### src/rtl/cpu_pc.sv
// Program counter: load has priority over increment, wraps at 2^W.
// Ports: clk, rst, inc, load, d (load value), q (current pc).
module cpu_pc #(
  parameter int W = 12
) (
  input  logic         clk,
  input  logic         rst,
  input  logic         inc,
  input  logic         load,
  input  logic [W-1:0] d,
  output logic [W-1:0] q
);

  always_ff @(posedge clk or posedge rst) begin
    if (rst)       q <= '0;
    else if (load) q <= d;
    else if (inc)  q <= q + W'(1);
  end

endmodule

### config.mk
export PLATFORM = sky130hd
export DESIGN_NAME = cpu_pc
export DESIGN_NICKNAME = d
export VERILOG_FILES = /design/src/rtl/cpu_pc.sv
export SDC_FILE = /design/constraint.sdc
export NUM_CORES = 1
export LEC_CHECK = 0
export ABC_CLOCK_PERIOD_IN_PS = 1400
export CAP_MARGIN = 15
export CELL_PAD_IN_SITES_DETAIL_PLACEMENT = 1
export CELL_PAD_IN_SITES_GLOBAL_PLACEMENT = 2
export CORE_UTILIZATION = 21
export CTS_CLUSTER_SIZE = 28
export DETAILED_ROUTE_END_ITERATION = 6
export GPL_TIMING_DRIVEN = 0
export PLACE_DENSITY = 0.75
export SYNTH_ARGS = -nofsm -noshare
export SYNTH_HDL_FRONTEND = slang
export SYNTH_SLANG_ARGS = --single-unit
### constraint.sdc
create_clock -name clk -period 1.4 [get_ports clk]
set_input_delay 0.28 -clock clk [delete_from_list [all_inputs] [get_ports clk]]
set_output_delay 0.28 -clock clk [all_outputs]
set_load 0.005 [all_outputs]
# Word level (Yosys, flattened, before mapping)
# Cells that the tools add are included.
# classes
addsub	1
multipliers	0
div_mod_pow	0
n_lt_le_gt_ge	0
n_eq_ne	0
shift	0
mux	2
bitwise_logic	0
n_reduce_logical	1
# op_table
cell	count
$mux 12	2
$add 12x1->12 const B	1
$reduce_bool 2->1	1
# totals
regBits	12
latch_bits	0
ramBits	0
rom_bits	0
output_inout_bits	12
word_cells	5
n_memories	0

# Logic depth before layout (Yosys ltp)
# logic_depth
ltp_word	3
depth_mapped	4
depth_no_buf	4

# Least setup slack after synthesis
# Ideal clock, no wire load.
# synth_timing
path_kind	register -> register
start	reg q[0]
end	reg q[8]
setup_time_ns	0.082
arrival_ns	1.403
required_time_ns	1.318
slack_ns	-0.085
path_stages_with_launch	5
n_path_buf	0
path_cell_list	dfrtp_1 -> ha_1 -> nand3_1 -> or4_1 -> a31oi_1
# synth_between
elab_chain_cells	3
# synth_lines
element	line	text
start, declared	11	output logic [W-1:0] q
start signal, assigned	17	else if (inc) q <= q + W'(1);
$add 12x1->12	17	
$mux 12	17	
$mux 12	16	else if (load) q <= d;
# No other way between the ends. The select of a mux whose other input is x is not followed.
# A chain may end at the register's enable or synchronous reset.

# Worst setup path in the final report
# layout_timing
start	reg q[5]
end	reg q[7]
# The elaborated chain is that of the path after synthesis.

==> impl_metrics.csv <==
group,metric,value,unit
placed_design,postPlaceCellArea,0.001035,sq mm
synthesis,synth_top_area_cell,"dfrtp_1",
global_routing,grt_start_max_net_pins,13,
synthesis,synth_commonest_cells,"dfrtp_1 (12), nand2_1 (11), nand3_1 (8)",
pwr,max-vdd-ir-drop,0.2405,mV
run_status,outcome,"finished with violations",
floorplanning,initial_core_util,0.2272,
detailed_routing,wirelength,2419,microns
detailed_routing,routedWlPerCell,13.82,microns
synthesis,syn_nets,93,
cells_and_area,regMostFlops,"q",
cells_and_area,reg.largest.list,"q x12",
cells_and_area,diodes,0,
floorplanning,io_pins,28,
detailed_routing,drt_pass1_iterations,6,
clock_network,numCtsBuffers,3,
sta,hold_ws,0.3261,ns
floorplanning,dieHeight,60.18,microns
synthesis,synth.top_cells.by_area,"dfrtp_1 (42%), nand4_4 (6.0%), nand2_1 (5.8%)",
synthesis,syn_avg_cell_area,9.351,sq um
setup_path,cp_cell_sequence,"buf_6 -> nand4_4 -> buf_6 -> or4_1 -> nand3_1",
setup_path,worstPathArrival,1.61,ns
synthesis,async_flop_share,1.000,
synthesis,yosysWarnings,0,
setup_path,cp-start-kind,"flip-flop",
clock_network,htree_levels,1,
cells_and_area,area_growth,85.74,%
placed_design,io_buffers,26,
job,maxCapViolCount,0,
cells_and_area,fin_nets,149,
clock_network,cts.sink_count,12,
sta,layout_setup_ws,-0.003443,ns
synthesis,synth_edf_count,0,
clock_network,root_buffer,"clkbuf_4",
synthesis,syn_inst,76,
setup_path,cp_max_fo,6,
clock_network,clk_latency,0.27,ns
sta,period_minus_slack,1.403,ns
detailed_routing,vias_per_cell,4.577,
sta,max_slew.worst_pin.slew,0.4889,ns
detailed_routing,vias,801,
setup_path,cp_slowest_cell,"or4_1",
synthesis,yosysMostFrequentCell,"dfrtp_1",
cells_and_area,regArea,307.8,sq um
setup_path,required,1.61,ns
sta,fin_crit_sh,1.002,
sta,rsz0062_at_grt,"yes",
sta,maxSlewViolCount,0,
detailed_routing,drc,0,
clock_network,clk_path_buf_depth,2,
cells_and_area,multi_input_area,427.9,sq um
synthesis,yosysUniqueCellTypes,25,
setup_path,cp-end-kind,"flip-flop",
detailed_routing,drtIter0Drc,35,
global_routing,globalRouteTotalUtil,0.1473,
floorplanning,core_area,0.003128,sq mm
run_status,violations,"setup timing",
synthesis,ys_seq_area_frac,0.4225,
placed_design,pre_cts_ws,-0.6015,ns
setup_path,crit_buf_inv,2,
placed_design,routabilityCongestion,0.7138,
floorplanning,rows,20,
pwr,pwr_density_cell,793.0,mW/mm^2
min_path,hold_class,"primary input to async pin",
global_routing,grt_pass1_wl,3905,microns
pwr,p_total,1.047,mW
sta,fmax,712.5,MHz
clock_network,clkTransAtPathRegs,0.08,ns
cells_and_area,finalInstanceArea,0.001320,sq mm
sta,relSlewSlack,0.6737,
sta,finalSetupTns,-0.003443,ns
sta,hold_viol_final,0,
placed_design,hpwl,1561,microns
clock_network,cts_tree,"yes",
detailed_routing,ant_nets,0,
cells_and_area,drive_gt1_frac,0.3511,
synthesis,synthFlopType,"dfrtp_1",
sta,setup_viol,1,
synthesis,synth_top_area_share,0.4225,
sta,fin_skew,0.003723,ns
cells_and_area,largest_register_ffs,12,
synthesis,syn-cell-area,710.7,sq um
setup_path,slowest_delay,0.46,ns
pwr,p_leak,0.5603,nW
global_routing,antenna_found_initial,0,
floorplanning,dieArea,0.003621,sq mm
cells_and_area,n_fill_cell,372,
global_routing,grt_pass1_vias,872,
synthesis,synth_seq_cells,12,
global_routing,overflow,0,
setup_path,critPathTopFamily,"simple AND/OR/NAND/NOR gates",
floorplanning,die_w,60.18,microns
setup_path,worst-setup-path-type,"flip-flop to flip-flop",
setup_path,path_common_cell,"buf_6",
## final timing paths
check | startpoint | endpoint | slack, ns | depth (start not counted)
hold reg to reg | q[11] | q[11] | 0.66 | 3
hold / removal | rst | q[3] | 0.33 | 2
setup reg to reg | q[5] | q[7] | -0.003 | 5
setup / recovery | q[5] | q[7] | -0.003 | 5
max in group asynchronous | rst | q[5] | 0.71 | 2
min in group clk | inc | q[0] | 0.38 | 3
## cells by family after synthesis
| logic type | share of synthesized area |
|---|---|
| AO/OA/AOI/OAI | 0.1426 |
| XOR/XNOR | 0.04930 |
| adder cells (fa/ha/maj) | 0.01760 |
| buffers and inverters | 0.03698 |
| flip-flops | 0.4225 |
| multiplexers | 0.01409 |
| AND/OR/NAND/NOR | 0.3169 |
## area by class of cell
type | instances | share of cell area
inverter | 3 | 0.008531
clock buffer | 4 | 0.01991
sequential | 12 | 0.2332
multi-input combinational | 58 | 0.3242
tap | 44 | 0.04171
buffer | 3 | 0.01327
timing repair buffer | 51 | 0.3592
## where the power goes
part	switching (mW)	leakage, nW	internal (mW)	total, mW
Clock	0.123	0.0150	0.110	0.233
Sequential	0.0433	0.134	0.389	0.432
Combinational	0.151	0.411	0.231	0.381
Total	0.317	0.560	0.730	1.05
## repair_timing
item,CTS,global route
resized for setup,25,12
hold buffers,0,0
pin swaps,5,6
setup endpoints to repair,24,9
setup buffers,22,4
## per-stage QoR
step	instances	util
2_1_floorplan	76	-
3_3_place_gp	146	0.3308
3_5_place_dp	146	0.3308
4_1_cts	172	0.4040
5_1_grt	175	0.4220
6_report	175	0.4220
## layer usage
layer  global-route usage  vias up  wire (microns)
met5                    0        -               0
met4              0.06977        0               0
met3              0.02165        0              77
met2               0.2496       18            1214
met1               0.1806      388            1126
li1                     -      395               -
## worst register-to-register path, stage by stage, from the launching register on
cell	delay [ns]
dfrtp_2	0.39
buf_6	0.11
nand4_4	0.14
buf_6	0.16
or4_1	0.46
nand3_1	0.09
## layout by cell type, fill, tap and decap left out, types with 3 or more instances in the layout
| master | n |
|---|---|
| nor2_1 | 3 |
| dfrtp_2 | 6 |
| dfrtp_1 | 6 |
| inv_1 | 3 |
| clkbuf_4 | 3 |
| buf_6 | 7 |
| nand2_1 | 11 |
| o211ai_1 | 3 |
| clkbuf_2 | 3 |
| or4_1 | 5 |
| dlygate4sd2_1 | 10 |
| buf_4 | 17 |
| clkdlybuf4s50_1 | 13 |
| o21ai_0 | 7 |
| xor2_1 | 3 |
| nand3_1 | 5 |
Note: power is estimated with default switching activity, not from simulation.
